==> src/rtl/seq_multiplier64_pkg.sv <==
// Shared constants and state encoding for the 64x64 shift-and-add multiplier.
package seq_mul_pkg;

    localparam int ITER  = 64;
    localparam int CNT_W = 6;

    localparam logic [CNT_W-1:0] CNT_LAST = CNT_W'(ITER - 1);

    typedef enum logic [1:0] {
        IDLE = 2'b00,
        RUN  = 2'b01,
        DONE = 2'b10
    } state_t;

    // True when the request pulse may be taken in the given state.
    function automatic logic can_accept(input state_t st);
        return (st == IDLE) || (st == DONE);
    endfunction

endpackage

==> src/rtl/seq_multiplier64_if.sv <==
// Start/operand/result bundle between the ALU (master) and the multiplier (slave).
interface seq_multiplier64_if;

    logic         start;
    logic [63:0]  A;
    logic [63:0]  B;
    logic [127:0] P;
    logic         busy;
    logic         done;

    modport master (
        output start,
        output A,
        output B,
        input  P,
        input  busy,
        input  done
    );

    modport slave (
        input  start,
        input  A,
        input  B,
        output P,
        output busy,
        output done
    );

endinterface

==> src/rtl/seq_multiplier64_cla.sv <==
// 64-bit carry-lookahead adder: 4-bit lookahead groups chained on group carries.
module CLA_adder64bit (
    input  logic [63:0] A,
    input  logic [63:0] B,
    input  logic        Cin,
    output logic [63:0] S,
    output logic        Cout
);

    logic [63:0] g;
    logic [63:0] p;
    logic [63:0] c;
    logic [15:0] grp_g;
    logic [15:0] grp_p;
    logic [16:0] grp_c;

    assign g        = A & B;
    assign p        = A ^ B;
    assign grp_c[0] = Cin;

    genvar gi;
    generate
        for (gi = 0; gi < 16; gi++) begin : g_grp
            localparam int B0 = 4 * gi;

            assign grp_g[gi] = g[B0+3]
                             | (p[B0+3] & g[B0+2])
                             | (p[B0+3] & p[B0+2] & g[B0+1])
                             | (p[B0+3] & p[B0+2] & p[B0+1] & g[B0]);
            assign grp_p[gi] = &p[B0+3:B0];

            // In-group carries are flattened so each bit sees only the group carry-in.
            assign c[B0]   = grp_c[gi];
            assign c[B0+1] = g[B0] | (p[B0] & grp_c[gi]);
            assign c[B0+2] = g[B0+1] | (p[B0+1] & g[B0])
                           | (p[B0+1] & p[B0] & grp_c[gi]);
            assign c[B0+3] = g[B0+2] | (p[B0+2] & g[B0+1])
                           | (p[B0+2] & p[B0+1] & g[B0])
                           | (p[B0+2] & p[B0+1] & p[B0] & grp_c[gi]);

            assign grp_c[gi+1] = grp_g[gi] | (grp_p[gi] & grp_c[gi]);
        end
    endgenerate

    assign S    = p ^ c;
    assign Cout = grp_c[16];

endmodule

==> src/rtl/seq_multiplier64.sv <==
// Unsigned 64x64->128 shift-and-add multiplier; one adder pass per cycle over 64 cycles.
module seq_multiplier64
    import seq_mul_pkg::*;
(
    input  logic               clk,
    input  logic               rst,
    seq_multiplier64_if.slave  bus
);

    state_t           state_reg, state_next;
    logic [63:0]      mcand_reg, mcand_next;
    logic [63:0]      hi_reg,    hi_next;
    logic [63:0]      lo_reg,    lo_next;
    logic [CNT_W-1:0] cnt_reg,   cnt_next;

    logic [63:0] add_b;
    logic [63:0] add_s;
    logic        add_cout;
    logic        accept;

    assign add_b = lo_reg[0] ? mcand_reg : 64'd0;

    CLA_adder64bit u_adder (
        .A    (hi_reg),
        .B    (add_b),
        .Cin  (1'b0),
        .S    (add_s),
        .Cout (add_cout)
    );

    always_ff @(posedge clk or posedge rst) begin
        if (rst) begin
            state_reg <= IDLE;
            mcand_reg <= '0;
            hi_reg    <= '0;
            lo_reg    <= '0;
            cnt_reg   <= '0;
        end else begin
            state_reg <= state_next;
            mcand_reg <= mcand_next;
            hi_reg    <= hi_next;
            lo_reg    <= lo_next;
            cnt_reg   <= cnt_next;
        end
    end

    assign accept = bus.start && can_accept(state_reg);

    always_comb begin
        state_next = state_reg;
        mcand_next = mcand_reg;
        hi_next    = hi_reg;
        lo_next    = lo_reg;
        cnt_next   = cnt_reg;

        unique case (state_reg)
            IDLE, DONE: begin
                if (accept) begin
                    mcand_next = bus.A;
                    lo_next    = bus.B;
                    hi_next    = '0;
                    cnt_next   = '0;
                    state_next = RUN;
                end else begin
                    state_next = IDLE;
                end
            end
            RUN: begin
                // The adder carry-out becomes bit 127 of the shifted partial product.
                if (lo_reg[0]) begin
                    hi_next = {add_cout, add_s[63:1]};
                    lo_next = {add_s[0], lo_reg[63:1]};
                end else begin
                    hi_next = {1'b0, hi_reg[63:1]};
                    lo_next = {hi_reg[0], lo_reg[63:1]};
                end
                cnt_next = cnt_reg + 1'b1;
                if (cnt_reg == CNT_LAST) begin
                    state_next = DONE;
                end
            end
            default: begin
                state_next = IDLE;
            end
        endcase
    end

    assign bus.P    = {hi_reg, lo_reg};
    assign bus.busy = (state_reg == RUN);
    assign bus.done = (state_reg == DONE);

endmodule

==> src/flat_wrapper.sv <==
// flat-port wrapper written by rule: the top's interface ports become plain ports
module seq_multiplier64_flat import seq_mul_pkg::*;
  (clk, rst, bus_start, bus_A, bus_B, bus_P, bus_busy, bus_done);
  seq_multiplier64_if bus_i ();
  input  logic clk;
  input  logic rst;
  input wire logic [$bits(bus_i.start)-1:0] bus_start;
  input wire logic [$bits(bus_i.A)-1:0] bus_A;
  input wire logic [$bits(bus_i.B)-1:0] bus_B;
  output wire logic [$bits(bus_i.P)-1:0] bus_P;
  output wire logic [$bits(bus_i.busy)-1:0] bus_busy;
  output wire logic [$bits(bus_i.done)-1:0] bus_done;
  assign bus_i.start = bus_start;
  assign bus_i.A = bus_A;
  assign bus_i.B = bus_B;
  assign bus_P = bus_i.P;
  assign bus_busy = bus_i.busy;
  assign bus_done = bus_i.done;
  seq_multiplier64 u_core (.clk(clk), .rst(rst), .bus(bus_i));
endmodule
==> config.mk <==
export PLATFORM = sky130hd
export DESIGN_NAME = seq_multiplier64_flat
export DESIGN_NICKNAME = d
export VERILOG_FILES = /design/src/rtl/seq_multiplier64_pkg.sv /design/src/rtl/seq_multiplier64_if.sv /design/src/rtl/seq_multiplier64_cla.sv /design/src/rtl/seq_multiplier64.sv /design/src/flat_wrapper.sv
export SDC_FILE = /design/constraint.sdc
export NUM_CORES = 1
export LEC_CHECK = 0
export CAP_MARGIN = 20
export CORE_MARGIN = 2
export CORE_UTILIZATION = 47
export CTS_CLUSTER_SIZE = 12
export DETAILED_ROUTE_END_ITERATION = 6
export PLACE_DENSITY = 0.78
export SYNTH_ARGS = -nofsm -noshare
export SYNTH_HDL_FRONTEND = slang
export SYNTH_HIERARCHICAL = 1
export SYNTH_SLANG_ARGS = --single-unit
export TNS_END_PERCENT = 5
==> constraint.sdc <==
create_clock -name clk -period 6.25 [get_ports clk]
set_input_delay 0.625 -clock clk [delete_from_list [all_inputs] [get_ports clk]]
set_output_delay 0.625 -clock clk [all_outputs]
set_load 0.005 [all_outputs]
==> impl_results.md, run 1 <==
- Leading cell type in the layout, fill and taps excluded: nand2_1
- Post-route DRC: 0
- Initial DRT Pass Iterations: 5
- Skew final: around 0.017 ns
- GPL Wtd Cong: 0.839
- Share of layout cells above drive strength 1: 0.0495
- Core Region: roughly 0.025 mm2
- Critical Path AT: approximately 4.7 ns
- Design area: roughly 0.015 mm2
- Number of synthesized flops with an enable pin: 0
- R2R Setup Slk: between 1.5 and 2 ns
- Hold_ws: between 0.4 and 0.5 ns
- Setup Slack @ Placement: roughly 1.6 ns
- WL met2: between 10,000 and 15,000 um
- CP Max Fanout: 81
- Root Buffer: clkbuf_16
- Number of synthesized register bits: 200
- Remaining antenna violation count: 0
- TritonCTS Buffers: 17
- Worst skew pair latency: approximately 0.44 ns
- Crit Path Class: flop to flop
- Slew HR: 0.381
- P_leak: 7.10 nW
- Vias in the first global route: 9,946
- Placed Area: ~0.015 mm2
- Critical Path Sink Type: flop
- Post-DP HPWL: between 20,000 and 25,000 um
- Crit-path slowest cell: dfrtp_4
- Synth Warn #: 6
- Max Clk Rate: about 230 MHz
- Nets: approximately 1,700
- DR WL met3: approximately 2100 um
- Buffers on Ports: between 200 and 300
- TritonCTS Sinks: 200
- Post-CTS resize count: 0
- Diode count: 0
- Most frequent cells in the layout: nand2_1 (288), clkdlybuf4s50_1 (260), dfrtp_1 (199), nand3_1 (71), mux2i_1 (66)
- Post-Route Setup TNS: 0 ns
- Setup-failing EPs final: 0
- Max layer used: met4
- Mapped Avg Cell Area: just under 10 um2
- Final worst slack: around 1.9 ns
- CTS tree: yes
- Status: finished clean
- WL/cell: between 15 and 20 um
- Initial Utilization: 0.475
- Met1 WL: approximately 13,000 um
- GR Overflow Total: 0
- Crit-path cells: buf_16 -> buf_4 -> and2_1 -> ha_1 -> nand4_1 -> nor4_1 -> a22oi_1 -> a21oi_1 -> nor2_1 -> nand2_1 -> a31oi_1 -> o21ai_0 -> fa_1 -> mux2i_1 -> o2bb2ai_1
- I/O pin cnt: approximately 260
- Post-CTS Setup Bufs: 0
- DIE HEIGHT: roughly 160 um
- CP startpoint kind: flop
- Ys flop type: dfrtp_1
- Max cap viols: 0
- Endpoints failing hold: 0
- Longest Clk Path Bufs: 2
- Final Non-Filler Cells: about 1,800
- Area delta synth->final: 27.7%
- Initial antenna violation count: 0
- WP data required: 6.53 ns
- Initial DRC Count: 517
- Final min period: between 4 and 5 ns
- # hold bufs at CTS: 0
- FILL cells: ~2,200
- Die X: about 160 um
- PnR Total Power: approximately 4.8 mW
- DP Cell Count: approximately 1,800
- Ys async rst share: 1.00
- RSZ-0062 raised after global routing: false
- Slowest stage delay, CP: about 0.58 ns
- Hold Path Class: flop to flop
- Mapped cell area: 0.0119 mm2
- CTS H-Tree Depth: 4
- Die Area: roughly 0.027 mm2
- Tcrit/Tclk final: 0.700
- Post-synth cell types: 66
- First-pass GRT wire length: between 50,000 and 60,000 um
- Fin util: 0.607
- Final WL: around 31,000 um
- Sequential area share after synthesis: 0.422
- Power Dens Cells: 319 mW/mm2
- DR vias/cell: around 5.6
- Row cnt: 58
- Post-Syn Instances: 1,226
- Vias: around 10,000
- Pin count of the biggest net entering global routing: ~100
- VDD IR max: approximately 180 uV
- Fin. max-slew vios: 0
- Clock slew at reported path FFs: ~0.08 ns
- Pin slew with the least headroom to its limit: 0.928 ns
- GRT Overall Usage: 0.236
[cells in the mapped netlist (7+ instances only)]
cell / count / area [um2]
xor2_1: 23 / 201
inv_1: 16 / 60.1
o2bb2ai_2: 10 / 150
buf_6: 8 / 90.1
nand3_1: 71 / 355
nor2b_1: 7 / 43.8
o2bb2ai_1: 53 / 464
dfrtp_1: 200 / 5000
nor2_1: 20 / 75.1
mux2i_1: 66 / 661
a21oi_1: 39 / 195
a21o_1: 15 / 113
xnor2_1: 22 / 193
ha_1: 65 / 813
buf_2: 39 / 195
fa_1: 16 / 320
nand2_1: 288 / 1080
and2_1: 65 / 407
clkbuf_1: 18 / 67.6
o21ai_0: 19 / 95.1
nor3_1: 10 / 50.1
nand2b_1: 7 / 43.8
a22oi_1: 64 / 480
buf_4: 7 / 52.6
[cell families (layout without fill, tap and decap cells)]
logic type / Yosys count / count (layout) / share of synthesized area
flip-flops: 200 / 200 / 0.422
AO/OA/AOI/OAI: 249 / 249 / 0.163
multiplexers: 67 / 67 / 0.0566
adder cells (fa/ha/maj): 81 / 81 / 0.0955
AND/OR/NAND/NOR: 493 / 493 / 0.189
other: 1 / 3 / 0.000316
buffers and inverters: 90 / 318 / 0.0404
XOR/XNOR: 45 / 45 / 0.0332
[final timing paths]
path	start	end	cells after the start
max in group asynchronous	rst	u_core/lo_reg[0]$_DFFE_PP0P_	3
hold / removal	u_core/mcand_reg[5]$_DFFE_PP0P_	u_core/mcand_reg[5]$_DFFE_PP0P_	2
hold reg to reg	u_core/mcand_reg[5]$_DFFE_PP0P_	u_core/mcand_reg[5]$_DFFE_PP0P_	2
setup / recovery	u_core/lo_reg[0]$_DFFE_PP0P_	u_core/hi_reg[47]$_DFFE_PP0P_	15
setup reg to reg	u_core/lo_reg[0]$_DFFE_PP0P_	u_core/hi_reg[47]$_DFFE_PP0P_	15
min in group asynchronous	rst	u_core/mcand_reg[11]$_DFFE_PP0P_	2
[power breakdown]
group | internal, mW | switching (mW)
clock | 0.530 | 0.545
combinational | 1.04 | 0.731
sequential | 1.60 | 0.386
total | 3.17 | 1.66
[routing by layer]
metal  track usage  vias to the layer above
li1              -                     4750
met1         0.299                     4834
met2         0.388                      285
met3        0.0611                       62
met4        0.0881                        0
met5             0                        -
[cell type report]
class                           count  area (um2)  share of cell area
Multi-Input combinational cell    938        6410               0.423
Sequential cell                   200        5010               0.331
Timing Repair Buffer              269        2690               0.178
Clock buffer                       18         429              0.0283
Tap cell                          330         413              0.0273
Clock inverter                     14         129             0.00851
Inverter                           17        73.8             0.00487
[worst max-delay path: cells and delay by family (launching register included)]
family / cells / cell delay, ns
simple gates: 5 / 1.08
fa+ha+maj: 2 / 0.80
compound gates: 5 / 0.99
flops: 1 / 0.58
buf+inv: 2 / 0.57
mux: 1 / 0.15
(Power assumes the default switching activity.)
==> run 2, diff against run 1 <==
- clock period: 6.25 -> 3.63 ns (I/O delays scaled with it)
==> run 2 against run 1 <==
Against the previous run:
- the run now ends with negative setup slack left
- setup slack lost 1.9 ns
- register-to-register slack worse by 1.9 ns
- total power rose by 83%
- via count rose by 5.1%
- core utilization up 4.0 points
- sequential cell count unchanged
- non-clock buffer count up 88
- critical endpoint is now u_core/hi_reg[59]$_DFFE_PP0P_
- largest power group unchanged
==> impl_results.md, run 2 (synthesis gave the netlist of run 1 again) <==
- Final worst slack: -0.00232 ns (-1.88 ns)
- Share of layout cells above drive strength 1: 0.125 (+0.0755)
- Longest Clk Path Bufs: 2 (unchanged)
- Worst skew pair latency: 0.45 ns (about the same)
- Diode count: 0 (unchanged)
- CTS tree: yes
- Buffers on Ports: 260 (unchanged)
- Failing checks: negative setup slack
- RSZ-0062 raised after global routing: true
- First-pass GRT wire length: 54,300 um (+8.3%)
- Crit-path slowest cell: dfrtp_4
- P_leak: 7.59 nW (+6.8%)
- Slowest stage delay, CP: 0.55 ns (-0.03 ns)
- Status: finished with violations
- CTS H-Tree Depth: 4 (unchanged)
- GR Overflow Total: 0 (unchanged)
- Root Buffer: clkbuf_16
- Tcrit/Tclk final: 1.00 (+0.301)
- CP startpoint kind: flop
- Kind of cell adding the most delay to the critical path: compound AO/OA/AOI/OAI gates
- DIE HEIGHT: 163 um (unchanged)
- WP data required: 3.93 ns (-2.60 ns)
- CP Max Fanout: 6 (-93%)
- Hold Path Class: primary input to asynchronous set/reset pin
- Critical Path AT: 3.93 ns (-0.72 ns)
- WL/cell: 17.7 um (+1.9%)
- Vias in the first global route: 10,700 (+7.4%)
- # hold bufs at CTS: 0 (unchanged)
- Skew final: 0.0219 ns (+0.00474 ns)
- Crit Path Class: flop to flop
- Critical path buffers and inverters: 2 (unchanged)
- Leading cell type in the layout, fill and taps excluded: nand2_1
- Initial DRC Count: 742 (+44%)
- Initial DRT Pass Iterations: 7 (+2)
- Power Dens Cells: 548 mW/mm2 (+72%)
- Fin. max-slew vios: 0 (unchanged)
- VDD IR max: 417 uV (+130%)
- Fin util: 0.647 (+0.0403)
- Most frequent cells in the layout: nand2_1 (288), clkdlybuf4s50_1 (260), dfrtp_1 (199), buf_4 (86), nand3_1 (71)
- Core Region: 0.0250 mm2 (unchanged)
- Final WL: 33,200 um (+6.9%)
- Post-Route Setup TNS: -0.00232 ns (-0.00232 ns)
- Area delta synth->final: 36.2%
- Remaining antenna violation count: 0 (unchanged)
- Setup-failing EPs final: 1 (+1)
- Slew HR: 0.295 (-0.0863)
- Setup Slack @ Placement: -0.129 ns (-1.73 ns)
- Most Frequent Cell on Critical Path: a21oi_2
- DR vias/cell: 5.57 (+0.21%)
- Initial antenna violation count: 0 (unchanged)
- Initial Utilization: 0.475 (unchanged)
- Row cnt: 58 (unchanged)
- Clock slew at reported path FFs: 0.09 ns (about the same)
- Die X: 163 um (unchanged)
- Die Area: 0.0265 mm2 (unchanged)
- Crit-path cells: buf_6 -> buf_4 -> and2_1 -> ha_4 -> and4_4 -> a21oi_2 -> a2111oi_4 -> o211a_1 -> o2111ai_2 -> a21oi_2 -> or2_4 -> fa_2 -> mux2i_1 -> o2bb2ai_1
- Final min period: 3.63 ns (-0.743 ns)
- GPL Wtd Cong: 0.835 (-0.48%)
- Vias: 10,400 (+5.1%)
- Nets: 1,743 (+5.3%)
- Max Clk Rate: 275 MHz (+20%)
- Pin slew with the least headroom to its limit: 1.06 ns (+0.129 ns)
- TritonCTS Sinks: 200 (unchanged)
- Max cap viols: 0 (unchanged)
- TritonCTS Buffers: 17 (unchanged)
- Pin count of the biggest net entering global routing: 130 (+29%)
- GRT Overall Usage: 0.255 (+0.0194)
- I/O pin cnt: 261 (unchanged)
- Post-DP HPWL: 22,800 um (+5.4%)
- Critical Path Sink Type: flop
- Post-route DRC: 0 (unchanged)
- Endpoints failing hold: 0 (unchanged)
run 2: report_power, final:
part	total, mW	internal, mW	leakage, nW	switching [mW]
clock	1.97	0.997	0.297	0.976
sequential	3.46	2.76	2.52	0.705
combinational	3.42	2.06	4.77	1.36
total	8.86	5.82	7.59	3.04
run 2: metal layers:
layer  share of wire  GRT usage  vias up
li1                -          -     4917
met1            0.42      0.320     5135
met2            0.49      0.431      319
met3           0.057     0.0560       71
met4           0.031     0.0981        0
met5               0          0        -
run 2: area by class of cell:
cell class | count | area, um2
Multi-Input combinational cell | 938 | 6620
Fill cell | 2040 | 8810
Tap cell | 330 | 413
Clock inverter | 14 | 184
Timing Repair Buffer | 357 | 3430
Sequential cell | 200 | 5010
Inverter | 17 | 70.1
Clock buffer | 18 | 429
run 2: metrics by stage:
stage	total power, mW	hold WS [ns]	instance area, um2	instances
4_1_cts	8.86	0.334	16100	1874
3_5_place_dp	6.76	0.454	15200	1828
2_1_floorplan	4.87	0.437	11900	1228
3_3_place_gp	6.65	0.450	15200	1828
6_report	8.86	0.325	16200	1874
5_1_grt	9.41	0.371	16200	1874
run 2: worst paths after layout:
kind | from | end | slack [ns] | depth (start not counted)
max | u_core/lo_reg[0]$_DFFE_PP0P_ | u_core/hi_reg[59]$_DFFE_PP0P_ | -0.002 | 14
min | rst | u_core/lo_reg[45]$_DFFE_PP0P_ | 0.33 | 2
max reg2reg | u_core/lo_reg[0]$_DFFE_PP0P_ | u_core/hi_reg[59]$_DFFE_PP0P_ | -0.002 | 14
min reg2reg | u_core/mcand_reg[5]$_DFFE_PP0P_ | u_core/mcand_reg[5]$_DFFE_PP0P_ | 0.47 | 2
max in group asynchronous | rst | u_core/hi_reg[42]$_DFFE_PP0P_ | 2.33 | 3
min in group clk | bus_A[63] | u_core/mcand_reg[63]$_DFFE_PP0P_ | 0.44 | 3
run 2: repair_timing:
action                     CTS  global route
setup buffers               14             0
pin swaps                   23             4
gates resized for setup     35            18
hold endpoints to repair     0             0
setup endpoints to repair   15            27
